`src/rtl/guess_game_ctrl_pkg.sv`:
```
`default_nettype none
// ============================================================================
// Module      : guess_pkg
// Description : Shared types and constants for the guess-number game
//               sequencer: FSM state encoding, key codes, field widths and
//               a small key-decode helper.
// Ports       : none (package)
// Revision    : 1.0  initial release
// ============================================================================
package guess_pkg;

  localparam int NUM_DIGITS = 4;
  localparam int DIGIT_W    = 4;
  localparam int SCORE_W    = 3;   // holds 0..4
  localparam int CNT_W      = 3;   // entry count 0..4
  localparam int ATT_W      = 4;   // attempts, saturating at 15

  localparam logic [DIGIT_W-1:0] KEY_CLEAR = 4'hA;
  localparam logic [DIGIT_W-1:0] KEY_ENTER = 4'hB;

  localparam logic [ATT_W-1:0]   ATT_MAX   = 4'd15;

  typedef enum logic [1:0] {
    Q_ENTRY = 2'd0,
    A_ENTRY = 2'd1,
    COMPARE = 2'd2,
    RESULT  = 2'd3
  } state_t;

  typedef logic [NUM_DIGITS-1:0][DIGIT_W-1:0] digits_t;

  // Codes 0..9 are digits; everything above is a command or ignored.
  function automatic logic is_digit(input logic [DIGIT_W-1:0] code);
    return (code <= 4'd9);
  endfunction

endpackage
`default_nettype wire

```
`src/rtl/guess_game_ctrl_if.sv`:
```
`default_nettype none
// ============================================================================
// Module      : guess_game_ctrl_if
// Description : Keypad input and display-driver output bundle of the game
//               sequencer.
// Ports       : key_valid/key_code  keypad strobe and code (into the sequencer)
//               qa_state, digit_state, match, show, r_a, r_b, attempts
//                                   display / status outputs
//               modport slave  : sequencer side
//               modport master : keypad / display side
// Revision    : 1.0  initial release
// ============================================================================
interface guess_game_ctrl_if;
  import guess_pkg::*;

  logic                 key_valid;
  logic [DIGIT_W-1:0]   key_code;
  logic                 qa_state;
  logic [1:0]           digit_state;
  logic                 match;
  logic                 show;
  logic [SCORE_W-1:0]   r_a;
  logic [SCORE_W-1:0]   r_b;
  logic [ATT_W-1:0]     attempts;

  modport slave (
    input  key_valid, key_code,
    output qa_state, digit_state, match, show, r_a, r_b, attempts
  );

  modport master (
    output key_valid, key_code,
    input  qa_state, digit_state, match, show, r_a, r_b, attempts
  );

endinterface
`default_nettype wire

```
`src/rtl/guess_game_ctrl_ab_score.sv`:
```
`default_nettype none
// ============================================================================
// Module      : ab_score
// Description : Combinational A/B scorer. A counts positions where question
//               and guess digits agree; B counts digits shared between the
//               two (multiset intersection) that are not already counted as A.
// Ports       : q_i  question digits (4 x 4 bit)
//               g_i  guess digits    (4 x 4 bit)
//               a_o  right digit, right place (0..4)
//               b_o  right digit, wrong place (0..4)
// Revision    : 1.0  initial release
// ============================================================================
module ab_score
  import guess_pkg::*;
(
  input  digits_t              q_i,
  input  digits_t              g_i,
  output logic [SCORE_W-1:0]   a_o,
  output logic [SCORE_W-1:0]   b_o
);

  function automatic logic [SCORE_W-1:0] count_of(input digits_t v,
                                                  input logic [DIGIT_W-1:0] d);
    logic [SCORE_W-1:0] n;
    n = '0;
    for (int i = 0; i < NUM_DIGITS; i++) begin
      n = n + SCORE_W'(v[i] == d);
    end
    return n;
  endfunction

  logic [SCORE_W-1:0] min_cnt [10];
  logic [SCORE_W-1:0] a_sum;
  logic [SCORE_W-1:0] common;

  // Shared digits per value: duplicates only count as often as they appear
  // in both words.
  genvar d;
  generate
    for (d = 0; d < 10; d++) begin : g_digit
      logic [SCORE_W-1:0] cq;
      logic [SCORE_W-1:0] cg;
      assign cq         = count_of(q_i, DIGIT_W'(d));
      assign cg         = count_of(g_i, DIGIT_W'(d));
      assign min_cnt[d] = (cq < cg) ? cq : cg;
    end
  endgenerate

  always_comb begin
    a_sum  = '0;
    common = '0;
    for (int i = 0; i < NUM_DIGITS; i++) begin
      a_sum = a_sum + SCORE_W'(q_i[i] == g_i[i]);
    end
    // Sum never exceeds 4, so the 3-bit accumulator cannot wrap.
    for (int k = 0; k < 10; k++) begin
      common = common + min_cnt[k];
    end
  end

  // Every exact hit is also a shared digit, so common >= a_sum.
  assign a_o = a_sum;
  assign b_o = common - a_sum;

endmodule
`default_nettype wire

```
`src/rtl/guess_game_ctrl.sv`:
```
`default_nettype none
// ============================================================================
// Module      : guess_game_ctrl
// Description : Guess-number game sequencer. Collects a 4-digit question,
//               then 4-digit guesses, scores each guess (A/B) and drives the
//               dot-matrix display driver, blinking the score for a fixed
//               number of toggles before returning to entry.
// Ports       : clk_div  scan clock shared with the display driver
//               reset    asynchronous, active-low
//               bus      guess_game_ctrl_if.slave
//                        key_valid/key_code in; qa_state, digit_state,
//                        match, show, r_a, r_b, attempts out
// Revision    : 1.0  initial release
// ============================================================================
module guess_game_ctrl
  import guess_pkg::*;
#(
  parameter int BLINK_CYCLES  = 500,
  parameter int BLINK_TOGGLES = 6
) (
  input  logic                   clk_div,
  input  logic                   reset,
  guess_game_ctrl_if.slave       bus
);

  localparam int BLINK_W = (BLINK_CYCLES  > 1) ? $clog2(BLINK_CYCLES)  : 1;
  localparam int TOG_W   = (BLINK_TOGGLES > 1) ? $clog2(BLINK_TOGGLES) : 1;

  localparam logic [BLINK_W-1:0] BLINK_LAST = BLINK_W'(BLINK_CYCLES - 1);
  localparam logic [TOG_W-1:0]   TOG_LAST   = TOG_W'(BLINK_TOGGLES - 1);
  localparam logic [CNT_W-1:0]   CNT_FULL   = CNT_W'(NUM_DIGITS);

  state_t               state_q,  state_d;
  logic [CNT_W-1:0]     cnt_q,    cnt_d;
  digits_t              q_q,      q_d;
  digits_t              g_q,      g_d;
  logic [SCORE_W-1:0]   ra_q,     ra_d;
  logic [SCORE_W-1:0]   rb_q,     rb_d;
  logic [ATT_W-1:0]     att_q,    att_d;
  logic                 match_q,  match_d;
  logic                 show_q,   show_d;
  logic [BLINK_W-1:0]   blink_q,  blink_d;
  logic [TOG_W-1:0]     tog_q,    tog_d;

  logic [SCORE_W-1:0]   score_a;
  logic [SCORE_W-1:0]   score_b;

  ab_score u_ab_score (
    .q_i (q_q),
    .g_i (g_q),
    .a_o (score_a),
    .b_o (score_b)
  );

  always_ff @(posedge clk_div or negedge reset) begin
    if (!reset) begin
      state_q <= Q_ENTRY;
      cnt_q   <= '0;
      q_q     <= '0;
      g_q     <= '0;
      ra_q    <= '0;
      rb_q    <= '0;
      att_q   <= '0;
      match_q <= 1'b0;
      show_q  <= 1'b0;
      blink_q <= '0;
      tog_q   <= '0;
    end else begin
      state_q <= state_d;
      cnt_q   <= cnt_d;
      q_q     <= q_d;
      g_q     <= g_d;
      ra_q    <= ra_d;
      rb_q    <= rb_d;
      att_q   <= att_d;
      match_q <= match_d;
      show_q  <= show_d;
      blink_q <= blink_d;
      tog_q   <= tog_d;
    end
  end

  always_comb begin
    state_d = state_q;
    cnt_d   = cnt_q;
    q_d     = q_q;
    g_d     = g_q;
    ra_d    = ra_q;
    rb_d    = rb_q;
    att_d   = att_q;
    match_d = match_q;
    show_d  = show_q;
    blink_d = blink_q;
    tog_d   = tog_q;

    unique case (state_q)
      Q_ENTRY, A_ENTRY: begin
        if (bus.key_valid) begin
          if (is_digit(bus.key_code)) begin
            // A fifth digit is dropped; the operator must clear or enter.
            if (cnt_q < CNT_FULL) begin
              if (state_q == Q_ENTRY) q_d[cnt_q[1:0]] = bus.key_code;
              else                    g_d[cnt_q[1:0]] = bus.key_code;
              cnt_d = cnt_q + 3'd1;
            end
          end else if (bus.key_code == KEY_CLEAR) begin
            // Digit registers keep stale values; they are overwritten on
            // re-entry before they can be scored.
            cnt_d = '0;
          end else if (bus.key_code == KEY_ENTER && cnt_q == CNT_FULL) begin
            if (state_q == Q_ENTRY) begin
              state_d = A_ENTRY;
              cnt_d   = '0;
              att_d   = '0;
            end else begin
              state_d = COMPARE;
            end
          end
        end
      end

      COMPARE: begin
        ra_d    = score_a;
        rb_d    = score_b;
        att_d   = (att_q == ATT_MAX) ? ATT_MAX : att_q + 4'd1;
        match_d = 1'b1;
        show_d  = 1'b1;
        blink_d = '0;
        tog_d   = '0;
        state_d = RESULT;
      end

      RESULT: begin
        if (blink_q == BLINK_LAST) begin
          blink_d = '0;
          if (tog_q == TOG_LAST) begin
            // Final toggle blanks the display and ends the round step.
            show_d  = 1'b0;
            match_d = 1'b0;
            tog_d   = '0;
            cnt_d   = '0;
            state_d = (ra_q == SCORE_W'(NUM_DIGITS)) ? Q_ENTRY : A_ENTRY;
          end else begin
            show_d = ~show_q;
            tog_d  = tog_q + TOG_W'(1);
          end
        end else begin
          blink_d = blink_q + BLINK_W'(1);
        end
      end

      default: state_d = Q_ENTRY;
    endcase
  end

  assign bus.qa_state    = (state_q != Q_ENTRY);
  assign bus.digit_state = (cnt_q == CNT_FULL) ? 2'd3 : cnt_q[1:0];
  assign bus.match       = match_q;
  assign bus.show        = show_q;
  assign bus.r_a         = ra_q;
  assign bus.r_b         = rb_q;
  assign bus.attempts    = att_q;

endmodule
`default_nettype wire

```
`src/flat_wrapper.sv`:
```
// flat-port wrapper written by rule: the top's interface ports become plain ports
module guess_game_ctrl_flat import guess_pkg::*;
#(
  parameter int BLINK_CYCLES  = 500,
  parameter int BLINK_TOGGLES = 6
)
  (clk_div, reset, bus_key_valid, bus_key_code, bus_qa_state, bus_digit_state, bus_match, bus_show, bus_r_a, bus_r_b, bus_attempts);
  guess_game_ctrl_if bus_i ();
  input  logic clk_div;
  input  logic reset;
  input wire logic [$bits(bus_i.key_valid)-1:0] bus_key_valid;
  input wire logic [$bits(bus_i.key_code)-1:0] bus_key_code;
  output wire logic [$bits(bus_i.qa_state)-1:0] bus_qa_state;
  output wire logic [$bits(bus_i.digit_state)-1:0] bus_digit_state;
  output wire logic [$bits(bus_i.match)-1:0] bus_match;
  output wire logic [$bits(bus_i.show)-1:0] bus_show;
  output wire logic [$bits(bus_i.r_a)-1:0] bus_r_a;
  output wire logic [$bits(bus_i.r_b)-1:0] bus_r_b;
  output wire logic [$bits(bus_i.attempts)-1:0] bus_attempts;
  assign bus_i.key_valid = bus_key_valid;
  assign bus_i.key_code = bus_key_code;
  assign bus_qa_state = bus_i.qa_state;
  assign bus_digit_state = bus_i.digit_state;
  assign bus_match = bus_i.match;
  assign bus_show = bus_i.show;
  assign bus_r_a = bus_i.r_a;
  assign bus_r_b = bus_i.r_b;
  assign bus_attempts = bus_i.attempts;
  guess_game_ctrl #(.BLINK_CYCLES(BLINK_CYCLES), .BLINK_TOGGLES(BLINK_TOGGLES)) u_core (.clk_div(clk_div), .reset(reset), .bus(bus_i));
endmodule
```
`config.mk`:
```
export PLATFORM = sky130hd
export DESIGN_NAME = guess_game_ctrl_flat
export DESIGN_NICKNAME = d
export VERILOG_FILES = /design/src/rtl/guess_game_ctrl_pkg.sv /design/src/rtl/guess_game_ctrl_if.sv /design/src/rtl/guess_game_ctrl_ab_score.sv /design/src/rtl/guess_game_ctrl.sv /design/src/flat_wrapper.sv
export SDC_FILE = /design/constraint.sdc
export NUM_CORES = 1
export LEC_CHECK = 0
export ABC_AREA = 1
export BUFFER_PORTS_ARGS = -buffer_cell sky130_fd_sc_hd__buf_2
export CORE_MARGIN = 2
export CORE_UTILIZATION = 60
export DETAILED_ROUTE_END_ITERATION = 6
export GPL_TIMING_DRIVEN = 0
export PLACE_DENSITY = 0.88
export SYNTH_ARGS = -nofsm -noshare
export SYNTH_HDL_FRONTEND = slang
export SYNTH_SLANG_ARGS = --single-unit
```
`constraint.sdc`:
```
create_clock -name clk_div -period 19.62 [get_ports clk_div]
set_input_delay 0.981 -clock clk_div [delete_from_list [all_inputs] [get_ports clk_div]]
set_output_delay 0.981 -clock clk_div [all_outputs]
set_load 0.005 [all_outputs]
```
==> Word level (Yosys, flattened, before mapping) <==
Cells that the tools add are included.
{ "word_totals": {"ff_bits": 61, "input_bits": 7, "out_inout_bits": 15, "word_cells": 280} }
{ "op_classes": {"add_sub_neg": 77, "n_lt_le_gt_ge": 14, "eq_ne": 96, "n_mux": 51, "bitwise": 2, "n_reduce_logical": 23} }
{ "ops": {"columns": ["op", "count"], "rows": [
  ["$eq A4 B3 Y1 const B", 32],
  ["$eq A4 B4 Y1 const B", 19],
  ["$eq A4 B2 Y1 const B", 16],
  ["$add A2 B1 Y3", 21],
  ["$add A3 B1 Y3", 21],
  ["$mux W3", 20],
  ["$add A1 B1 Y2", 21],
  ["$bwmux W16", 2],
  ["$eq A4 B1 Y1 const B", 8],
  ["$logic_not A4 Y1", 8],
  ["$lt A3 B3 Y1", 10],
  ["$mux W4", 7],
  ["$add A3 B3 Y3", 9],
  ["$pmux W9 S2", 1],
  ["$eq A4 B4 Y1", 4],
  ["$mux W2", 8],
  ["$pmux W3 S2", 2],
  ["$reduce_and A6 Y1", 2],
  ["$reduce_and A5 Y1", 2],
  ["$add A9 B1 Y9 const B", 1],
  ["$eq A3 B3 Y1 const B", 3],
  ["$eq A9 B9 Y1 const B", 1],
  ["$mux W9", 1],
  ["$demux W4 S2", 1],
  ["25 further kinds", 43]
]} }

==> Longest topological paths before layout <==
Gate-level depths: netlist of run 1.
{ "depth": {"depth_word": 16, "mapped_depth": 36} }

==> Modules after synthesis <==
A second synthesis of run 1 with hierarchy kept.
{ "hier_totals": {"cells_unflattened": 873, "area_unflattened_um2": 6404.9} }
{ "modules_own_cells": {"columns": ["module", "instances", "cells_each", "area_per_inst_um2", "seq_area_each_um2"], "rows": [
  ["ab_score", 1, 546, 3497.1, 0.0],
  ["guess_game_ctrl", 1, 327, 2907.8, 1526.5]
]} }

==> Least setup slack after synthesis of run 1 <==
No wires, ideal clock.
{ "synth_timing": {"kind": "reg-to-reg", "start": "register u_core.q_q[5] in the netlist's numbering", "end": "register u_core.rb_q[2] (netlist: u_core.bus.r_b[2])", "arrival_ns": 6.217, "required_ns": 19.503, "slack_ns": 13.286, "path_stages_with_launch": 32, "period_less_slack_ns": 6.334, "cell_sequence": "dfrtp_1 -> clkbuf_1 -> nor2_1 -> nand3_1 -> fa_1 -> inv_1 -> ha_1 -> ha_1 -> ha_1 -> o211ai_1 -> nand2_1 -> a21oi_1 -> fa_1 -> fa_1 -> fa_1 -> inv_1 -> fa_1 -> fa_1 -> inv_1 -> fa_1 -> nand2_1 -> nand2_1 -> nand2_1 -> nand2_1 -> nand2_1 -> nand2_1 -> nand2_1 -> inv_1 -> nor2_1 -> nand2_1 -> nand3_1 -> nand2_1"} }
{ "synth_between": {"elab_chain_cells": 16, "word_cells_on_any_way": 74, "classes_between": "add/sub: 43; order compare: 10; eq/ne: 10; mux: 10; reduce/logical: 1"} }
{ "synth_rtl": {"columns": ["element", "line_no", "source"], "rows": [
  ["from (decl)", "guess_game_ctrl.sv:35", "digits_t q_q, q_d;"],
  ["from (signal assigned)", "guess_game_ctrl.sv:71", "q_q <= q_d;"],
  ["$eq A4 B1 Y1 / $logic_not A4 Y1 (equally long branches)", "guess_game_ctrl_ab_score.sv:27", "n = n + SCORE_W'(v[i] == d);"],
  ["$add A1 B1 Y2", "guess_game_ctrl_ab_score.sv:27", null],
  ["$add A2 B1 Y3", "guess_game_ctrl_ab_score.sv:27", null],
  ["$add A3 B1 Y3", "guess_game_ctrl_ab_score.sv:27", null],
  ["$lt A3 B3 Y1", "guess_game_ctrl_ab_score.sv:45", "assign min_cnt[d] = (cq < cg) ? cq : cg;"],
  ["$mux W3", "guess_game_ctrl_ab_score.sv:45", null],
  ["$add A3 B3 Y3 (9 in series)", "guess_game_ctrl_ab_score.sv:57", "common = common + min_cnt[k];"],
  ["$sub A3 B3 Y3 *", "guess_game_ctrl_ab_score.sv:63", "assign b_o = common - a_sum;"],
  ["to (signal assigned)", "guess_game_ctrl.sv:74", "rb_q <= rb_d;"],
  ["to (decl)", "guess_game_ctrl.sv:38", "logic [SCORE_W-1:0] rb_q, rb_d;"]
]} }
Every way passes the cells marked *; elsewhere a longest branch is shown, timed or not.
A chain may end at the register's enable or synchronous reset.

==> Worst setup path in the final report of run 1 <==
{ "layout_timing": {"start": "register u_core.q_q[1] in the netlist's numbering", "end": "register u_core.rb_q[2] (netlist: u_core.bus.r_b[2])"} }
Same word-level chain as after synthesis.

==> flow_summary.ini, run 1 <==
[run_status]
status = finished, final reports clean

[sta]
drv_slew = 0
fmax_mhz = 145
setup_slack_ps = 12700
rsz0062_at_grt = no
tightest_slew_ps = 778
hold_viol = 0
fin_setup_tns_ps = 0
final-setup-viol-count = 0
maxSlewHeadroom_pct = 48.1
finalCriticalPeriod_ps = 6920
finClkSkew_ps = 9.11
timing.final.crit_share_pct = 35.3

[grt]
grt_pass1_wl_um = 25700
grt_start_max_net_pins = 62
gr-usage-all-layers_pct = 29.0
grt_pass1_vias = 5599
overflow = 0
antenna_found_initial = 0

[synthesis]
synth_warnings = 0
synth.top_cell.area_share_pct = 24.5
synth_area_um2 = 6240
synth_cells = 820
synth_nets = 942
synth_compound_area_share_pct = 10.0
yosysTopAreaCell = dfrtp_1
syn_area_per_cell_um2 = 7.61
synth_xor_area_share_pct = 2.67
ys_seq_elements = 61
synth_simple_gate_area_share_pct = 25.0
yosysSeqAreaShare_pct = 24.5
ys_top_cells_by_area = dfrtp_1, ha_1, fa_1
synth_cell_types = 43
synth_top_family_by_area = adder cells
synth_mux_area_share_pct = 0.401
synthAdderAreaFrac_pct = 27.1

[clock_network]
cts_buffers = 9
cts_root_buf = clkbuf_8
postCtsSetupRepairBufs = 0
htreeDepth = 3
clk_latency_ps = 350
cts.path.max_buffers = 2
cts.sinks = 61
path_clk_slew_ps = 80
cts_hold_buf = 0
cts_resized = 0
cts_tree = built

[floorplan]
core_area_um2 = 10200
die_area_um2 = 11200
rows = 37
die_h_um = 106
initial_core_util_pct = 61.0
die_x_um = 106
io_pins = 22

[routing]
vias = 5578
finalWirelength_um = 14900
ant_nets = 0
first_iter_violations = 393
drc_errors = 0
firstDrtPassIters = 6
routedWlPerCell_um = 15.1
via_per_inst = 5.63

[place]
dpl_cell_area_um2 = 6500
portBuffers = 18
hpwl_um = 11900
post-place-cells = 974
place_congestion = 1.02
post-place-ws_ps = 12720

[setup_path]
path_max_fanout = 9
start_kind = flip-flop
cp_data_arrival_time_ps = 7160
reg2reg_from = u_core.q_q[1]
critical_path_required_ps = 19860
cpPeakStageDelay_ps = 570
cp_common_cell = nand2_1
crit_type = flip-flop to flip-flop
startpoint = u_core.q_q[1]
end_kind = flip-flop
crit_slowest_cell = fa_1

[pwr]
finalPower_mw = 0.254
power.internal_mw = 0.192
power_density_nw_per_um2 = 37.9
p_comb_share_pct = 3.2
p_switching_mw = 0.0628
ir_drop_mv = 0.0399
swShare_pct = 24.7
pwr-share-seq_pct = 49.9
leakage_nw = 3.57
pwr-share-clk_pct = 46.9

[layout]
final_cell_mix = nand2_1, inv_1, ha_1, nor2_1, dfrtp_1
fin_cells = 990
syn_to_final_growth_pct = 7.54
fill_cells = 834
antenna_cells = 0
final_common_cell = nand2_1
drive_gt1_share_pct = 7.96
fin_nets = 971
design_area_um2 = 6710

[min_path]
hold_start = u_core.bus.r_b[0]
hold_path.class = flip-flop to flip-flop

[job]
drv_cap = 0
==> final timing paths <==
kind,cells after the start,to,slack [ps]
worst max-delay path,32,u_core.bus.r_b[2],12700
min in group asynchronous,1,u_core.blink_q[6],690
worst min register to register,2,u_core.bus.r_b[0],470
worst min-delay path,2,u_core.bus.r_b[0],470
max in group asynchronous,1,u_core.g_q[1],18400
worst max register to register,32,u_core.bus.r_b[2],12700
==> cell families after synthesis <==
| family | Yosys count |
|---|---|
| and+or+nand+nor | 346 |
| buffers and inverters | 166 |
| adders and majority gates | 115 |
| AOI/OAI and AO/OA | 111 |
| DFF | 61 |
| xor gates and xnor gates | 19 |
| muxes | 2 |
==> worst max-delay path, delay by kind of cell, from the launching register on <==
family	cells	cell delay [ps]
fa+ha+maj	10	4390
simple gates	15	1220
buf+inv	5	460
flops	1	380
compound gates	2	370
==> Yosys cell counts (all sizes together) <==
master	instances
a21oi	26
o211ai	11
mux2	1
nand2	181
nor3	40
o21ai	60
dfrtp	61
a221oi	2
nor2	75
xnor2	14
o21bai	1
a211oi	1
o22ai	2
ha	81
a31o	1
fa	34
clkbuf	4
or2	1
nand4	7
mux2i	1
nand3b	1
o2bb2ai	1
inv	155
buf	6
xor2	5
a31oi	2
clkinv	1
nand3	41
o31ai	3
o2111ai	1
==> power groups by stage <==
stage | Sequential (mW) | Clock, mW | Combinational [mW]
after floorplan | 0.129 | 0 | 0.00338
after global placement | 0.129 | 0 | 0.00799
after detailed placement | 0.129 | 0 | 0.00830
after CTS | 0.127 | 0.121 | 0.00836
after global routing | 0.127 | 0.126 | 0.00938
final | 0.127 | 0.119 | 0.00822
==> final cells by class <==
| cell class | instances | area (um2) | area share [%] |
|---|---|---|---|
| Clock buffer | 10 | 138 | 2.05 |
| Sequential cell | 61 | 1530 | 22.7 |
| Inverter | 156 | 587 | 8.74 |
| Multi-Input combinational cell | 593 | 4070 | 60.7 |
| Tap cell | 136 | 170 | 2.54 |
| Buffer | 10 | 56.3 | 0.839 |
| Clock inverter | 6 | 70.1 | 1.04 |
| Timing Repair Buffer | 18 | 92.6 | 1.38 |
==> routing by layer <==
layer / up-vias / part of all wire, % / global-route usage (%)
met1: 2588 / 40 / 34.9
met4: 0 / 5.0 / 13.2
met5: - / 0 / 0
li1: 2678 / - / -
met2: 240 / 47 / 49.1
met3: 72 / 7.9 / 7.36
==> state kept, by name (all words and copies together) (netlist names) <==
register and cells:
u_core.bus.r_a 3, u_core.bus.attempts 4, u_core.blink_q 9, u_core.q_q 16
u_core.tog_q 3, u_core.g_q 16, u_core.bus.match 1, u_core.bus.r_b 3
u_core.state_q 2, u_core.bus.show 1, u_core.cnt_q 3
==> per-stage QoR <==
step,utilization [%],hold WS [ps]
global route,65.6,508
finish,65.6,468
floorplan,-,465
CTS,65.6,472
detailed placement,63.5,454
global placement,63.5,452
(Power assumes the default switching activity.)
==> run 2, diff against run 1 <==
Settings changed: CORE_UTILIZATION 60 to 58.
Clock period 19.62 ns to 6.1 ns, I/O delays scaled along.
==> flow_summary.ini, run 2 (synthesis gave the netlist of run 1 again) <==
[layout]
fin_nets = 1039
multi_input_area_um2 = 4850
syn_to_final_growth_pct = 30.1
fin_util_pct = 78.3
antenna_cells = 0
final_cell_mix = nand2_1, inv_1, buf_4, o21ai_0
reg.largest.list = u_core.g_q (16), u_core.q_q (16), u_core.blink_q (9)
final_common_cell = nand2_1
drive_gt1_share_pct = 33.6
seq_area_um2 = 1540
fill_cells = 631

[pwr]
leakage_nw = 3.88
power_density_nw_per_um2 = 102
p_switching_mw = 0.206
ir_drop_mv = 0.0947
power.internal_mw = 0.621
pwr-share-seq_pct = 49.5
pwr-share-clk_pct = 47.2
p_comb_share_pct = 3.3
swShare_pct = 24.9

[routing]
ant_nets = 0
first_iter_violations = 706
vias = 6392
drc_errors = 0
via_per_inst = 6.05
routedWlPerCell_um = 19.9
firstDrtPassIters = 6
finalWirelength_um = 21000

[sta]
rsz0062_at_grt = yes
timing.final.crit_share_pct = 108
maxSlewHeadroom_pct = 47.3
whs_ps = 38.6
tightest_slew_ps = 790
drv_slew = 0
final-setup-viol-count = 1
fmax_mhz = 152
setup_slack_ps = -469
finClkSkew_ps = 13.5
finalCriticalPeriod_ps = 6570
hold_viol = 0

[place]
portBuffers = 18
place_congestion = 0.908
hpwl_um = 11900

[setup_path]
reg2reg_from = u_core.g_q[14]
cp_num_buf_inv = 9
crit_type = flip-flop to flip-flop
critical_path_required_ps = 6350
start_kind = flip-flop
reg2reg_setup_slack_ps = -470
path_max_fanout = 4
r2r-end = u_core.bus.r_b[2]
cpPeakStageDelay_ps = 550
crit_slowest_cell = fa_2
end_kind = flip-flop
cp_data_arrival_time_ps = 6820
rr_worst_depth = 36
cpLargestDelayFamily = adder cells

[floorplan]
initial_core_util_pct = 60.2
io_pins = 22
rows = 37
die_h_um = 108
die_area_um2 = 11600
core_area_um2 = 10400
die_x_um = 108

[clock_network]
path_clk_slew_ps = 80
cts_tree = built
cts_root_buf = clkbuf_8
clk_latency_ps = 360
cts.path.max_buffers = 2
cts.sinks = 61
htreeDepth = 3
cts_buffers = 9

[grt]
overflow = 0
grt_start_max_net_pins = 62
antenna_found_initial = 0
gr-usage-all-layers_pct = 33.1
grt_pass1_wl_um = 29500
grt_pass1_vias = 6161

[run_status]
violations = setup timing
status = complete, but fails checks

[min_path]
hold_path.class = input pin to async pin

[job]
drv_cap = 0
-- run 2: cell types whose count changed in the layout (fill, tap and decap cells not counted), moves of 18 or more --
cell and delta:
ha_1 -34, nor3_1 -18, inv_2 +25, inv_1 -33, nand2_2 +18, buf_4 +62
nor2_1 -23, ha_4 +21, nand2_1 -22
-- run 2: worst max path at each step --
| stage | to | start | cells past startpoint |
|---|---|---|---|
| after floorplan | u_core.bus.r_b[2] | u_core.q_q[5] | 32 |
| after global placement | u_core.bus.r_b[2] | u_core.q_q[0] | 32 |
| after detailed placement | u_core.bus.r_b[2] | u_core.q_q[0] | 32 |
| after CTS | u_core.bus.r_b[2] | u_core.g_q[3] | 32 |
| after global routing | u_core.bus.r_b[2] | u_core.q_q[7] | 35 |
| final | u_core.bus.r_b[2] | u_core.g_q[14] | 36 |
-- run 2: stage by stage --
stage	TNS (ps)	std cells	setup WS, ps	power, mW	area, um2
4_1_cts	-307	1048	-307	0.812	7700
5_1_grt	-860	1057	-761	0.842	8120
3_5_place_dp	-593	974	-554	0.444	6550
2_1_floorplan	0	820	2.31	0.427	6290
6_report	-469	1057	-469	0.826	8120
3_3_place_gp	-470	974	-470	0.442	6550
-- run 2: routing by layer --
metal	GRT usage, %	part of all wire, %	up-vias
li1	-	-	2826
met1	37.9	36	3022
met2	57.8	50	420
met3	7.38	7.6	124
met4	16.4	6.2	0
met5	0	0	-
-- run 2: layout make-up --
cell class,count,area share [%]
plain buffers,7,0.693
repair buffers,89,8.55
inverters,156,7.47
flip-flops and latches,61,19.0
clock inverters,4,0.586
clock buffers,11,1.86
multi-input cells,593,59.7
well taps,136,2.10
-- run 2: power by group through the flow --
stage / Sequential (mW) / Clock, mW / Combinational [mW]
detailed placement: 0.416 / 0 / 0.0274
global route: 0.409 / 0.402 / 0.0307
global placement: 0.416 / 0 / 0.0263
finish: 0.409 / 0.390 / 0.0276
CTS: 0.409 / 0.376 / 0.0274
floorplan: 0.416 / 0 / 0.0109
-- run 2: repair_timing --
action / 4_1_cts / 5_1_grt
pin swaps: 74 / 55
gates resized for setup: 126 / 80
hold buffers: 0 / 0
setup buffers: 62 / 9
setup endpoints to repair: 2 / 2
==> run 3, diff against run 2 <==
Settings changed: CORE_ASPECT_RATIO from default to 1.75, CORE_UTILIZATION 58 to 55, PLACE_DENSITY 0.88 to 0.85.
Clock period 6.1 ns to 5.4 ns, I/O delays scaled along.
==> flow_summary.ini, run 3 (synthesis gave the netlist of run 1 again) <==
[sta]
drv_slew = 0
maxSlewHeadroom_pct = 43.0
fin_setup_tns_ps = -2040
hold_viol = 0
final-setup-viol-count = 2
finClkSkew_ps = 18.4
fmax_mhz = 149
finalCriticalPeriod_ps = 6730
tightest_slew_ps = 855
rsz0062_at_grt = yes
setup_slack_ps = -1330
timing.final.crit_share_pct = 125

[layout]
reg.largest.list = u_core.g_q (16), u_core.q_q (16), u_core.blink_q (9)
syn_to_final_growth_pct = 32.5
antenna_cells = 0
design_area_um2 = 8270
fin_nets = 1048
fill_cells = 594
drive_gt1_share_pct = 33.6
final_common_cell = nand2_1
final_cell_mix = nand2_1, inv_1, buf_4, ha_1, o21ai_0

[clock_network]
cts_root_buf = clkbuf_16
cts.sinks = 61
cts_buffers = 9
path_clk_slew_ps = 70
clk_latency_ps = 360
cts_hold_buf = 0
htreeDepth = 3
cts.path.max_buffers = 2
cts_tree = built

[setup_path]
crit_path_end = u_core.bus.r_b[2]
crit_type = flip-flop to flip-flop
cpPeakStageDelay_ps = 610
rr_worst_depth = 32
crit_slowest_cell = fa_1
end_kind = flip-flop
cp_data_arrival_time_ps = 6960
cpLargestDelayFamily = adder cells
cp_num_buf_inv = 5
start_kind = flip-flop
r2r-end = u_core.bus.r_b[2]
path_max_fanout = 5
cp_common_cell = nand2_1
critical_path_depth = 32
critical_path_required_ps = 5630
startpoint = u_core.q_q[3]
reg2reg_setup_slack_ps = -1330
reg2reg_from = u_core.q_q[3]

[pwr]
ir_drop_mv = 0.295
power_density_nw_per_um2 = 145
leakage_nw = 3.98

[routing]
drc_errors = 1
firstDrtPassIters = 7
ant_nets = 0
via_per_inst = 6.57
first_iter_violations = 818
finalWirelength_um = 25900
vias = 6987
routedWlPerCell_um = 24.3

[floorplan]
initial_core_util_pct = 56.2
die_area_um2 = 12200
die_h_um = 145
die_x_um = 84.5
rows = 51
io_pins = 22
core_area_um2 = 11100

[job]
drv_cap = 0

[grt]
gr-usage-all-layers_pct = 38.2
grt_pass1_wl_um = 35900
overflow = 0
antenna_found_initial = 1
grt_pass1_vias = 6761
grt_start_max_net_pins = 62

[place]
dpl_cell_area_um2 = 6580
portBuffers = 18
hpwl_um = 12800
place_congestion = 0.938

[min_path]
hold_path.class = input pin to async pin

[run_status]
violations = DRC, setup timing
status = complete, but fails checks
run 3: power by group:
part           total [mW]  internal [mW]  switching (mW)
combinational      0.0331        0.00770          0.0254
clock               0.704          0.454           0.250
sequential          0.462          0.459         0.00259
run 3: repair_timing:
| action | CTS | global route |
|---|---|---|
| resized for setup | 155 | 41 |
| pin swaps | 62 | 18 |
| setup endpoints to repair | 2 | 3 |
| buffers inserted | 71 | 12 |
run 3: worst min-delay path by stage:
stage / start / end / slack, ps / cells past startpoint
4_1_cts: bus_key_code[1] / u_core.g_q[5] / 220 / 3
3_3_place_gp: u_core.bus.r_b[0] / u_core.bus.r_b[0] / 460 / 2
3_5_place_dp: u_core.bus.r_b[0] / u_core.bus.r_b[0] / 460 / 2
5_1_grt: reset / u_core.q_q[5] / 70 / 1
6_report: reset / u_core.q_q[4] / 4 / 1
2_1_floorplan: reset / u_core.blink_q[0] / -30 / 0
run 3: layout make-up:
| type | instances | area, um2 | share of cell area, % |
|---|---|---|---|
| multi-input cells | 593 | 4820 | 58.3 |
| inverters | 156 | 612 | 7.40 |
| flip-flops and latches | 61 | 1550 | 18.7 |
| clock buffers | 9 | 225 | 2.72 |
| repair buffers | 97 | 713 | 8.62 |
| clock inverters | 7 | 121 | 1.47 |
| plain buffers | 8 | 68.8 | 0.832 |
| well taps | 132 | 165 | 2.00 |
run 3: metrics by stage:
| stage | power [mW] | instances | util, % | hold slack (ps) | setup WS [ps] |
|---|---|---|---|---|---|
| after floorplan | 0.482 | 820 | - | -25.6 | -585 |
| after global placement | 0.500 | 970 | 59.3 | 459 | -1190 |
| after detailed placement | 0.501 | 970 | 59.3 | 459 | -1310 |
| after CTS | 1.17 | 1055 | 72.5 | 220 | -933 |
| after global routing | 1.21 | 1063 | 74.5 | 70.8 | -1600 |
| final | 1.20 | 1063 | 74.5 | 3.97 | -1330 |
run 3: metal layers:
layer,GRT usage (%),vias to the layer above,wire length [um]
li1,-,2845,-
met4,31.6,2,3220
met5,0,-,17
met3,7.28,296,2750
met2,66.7,667,12300
met1,37.9,3177,7540
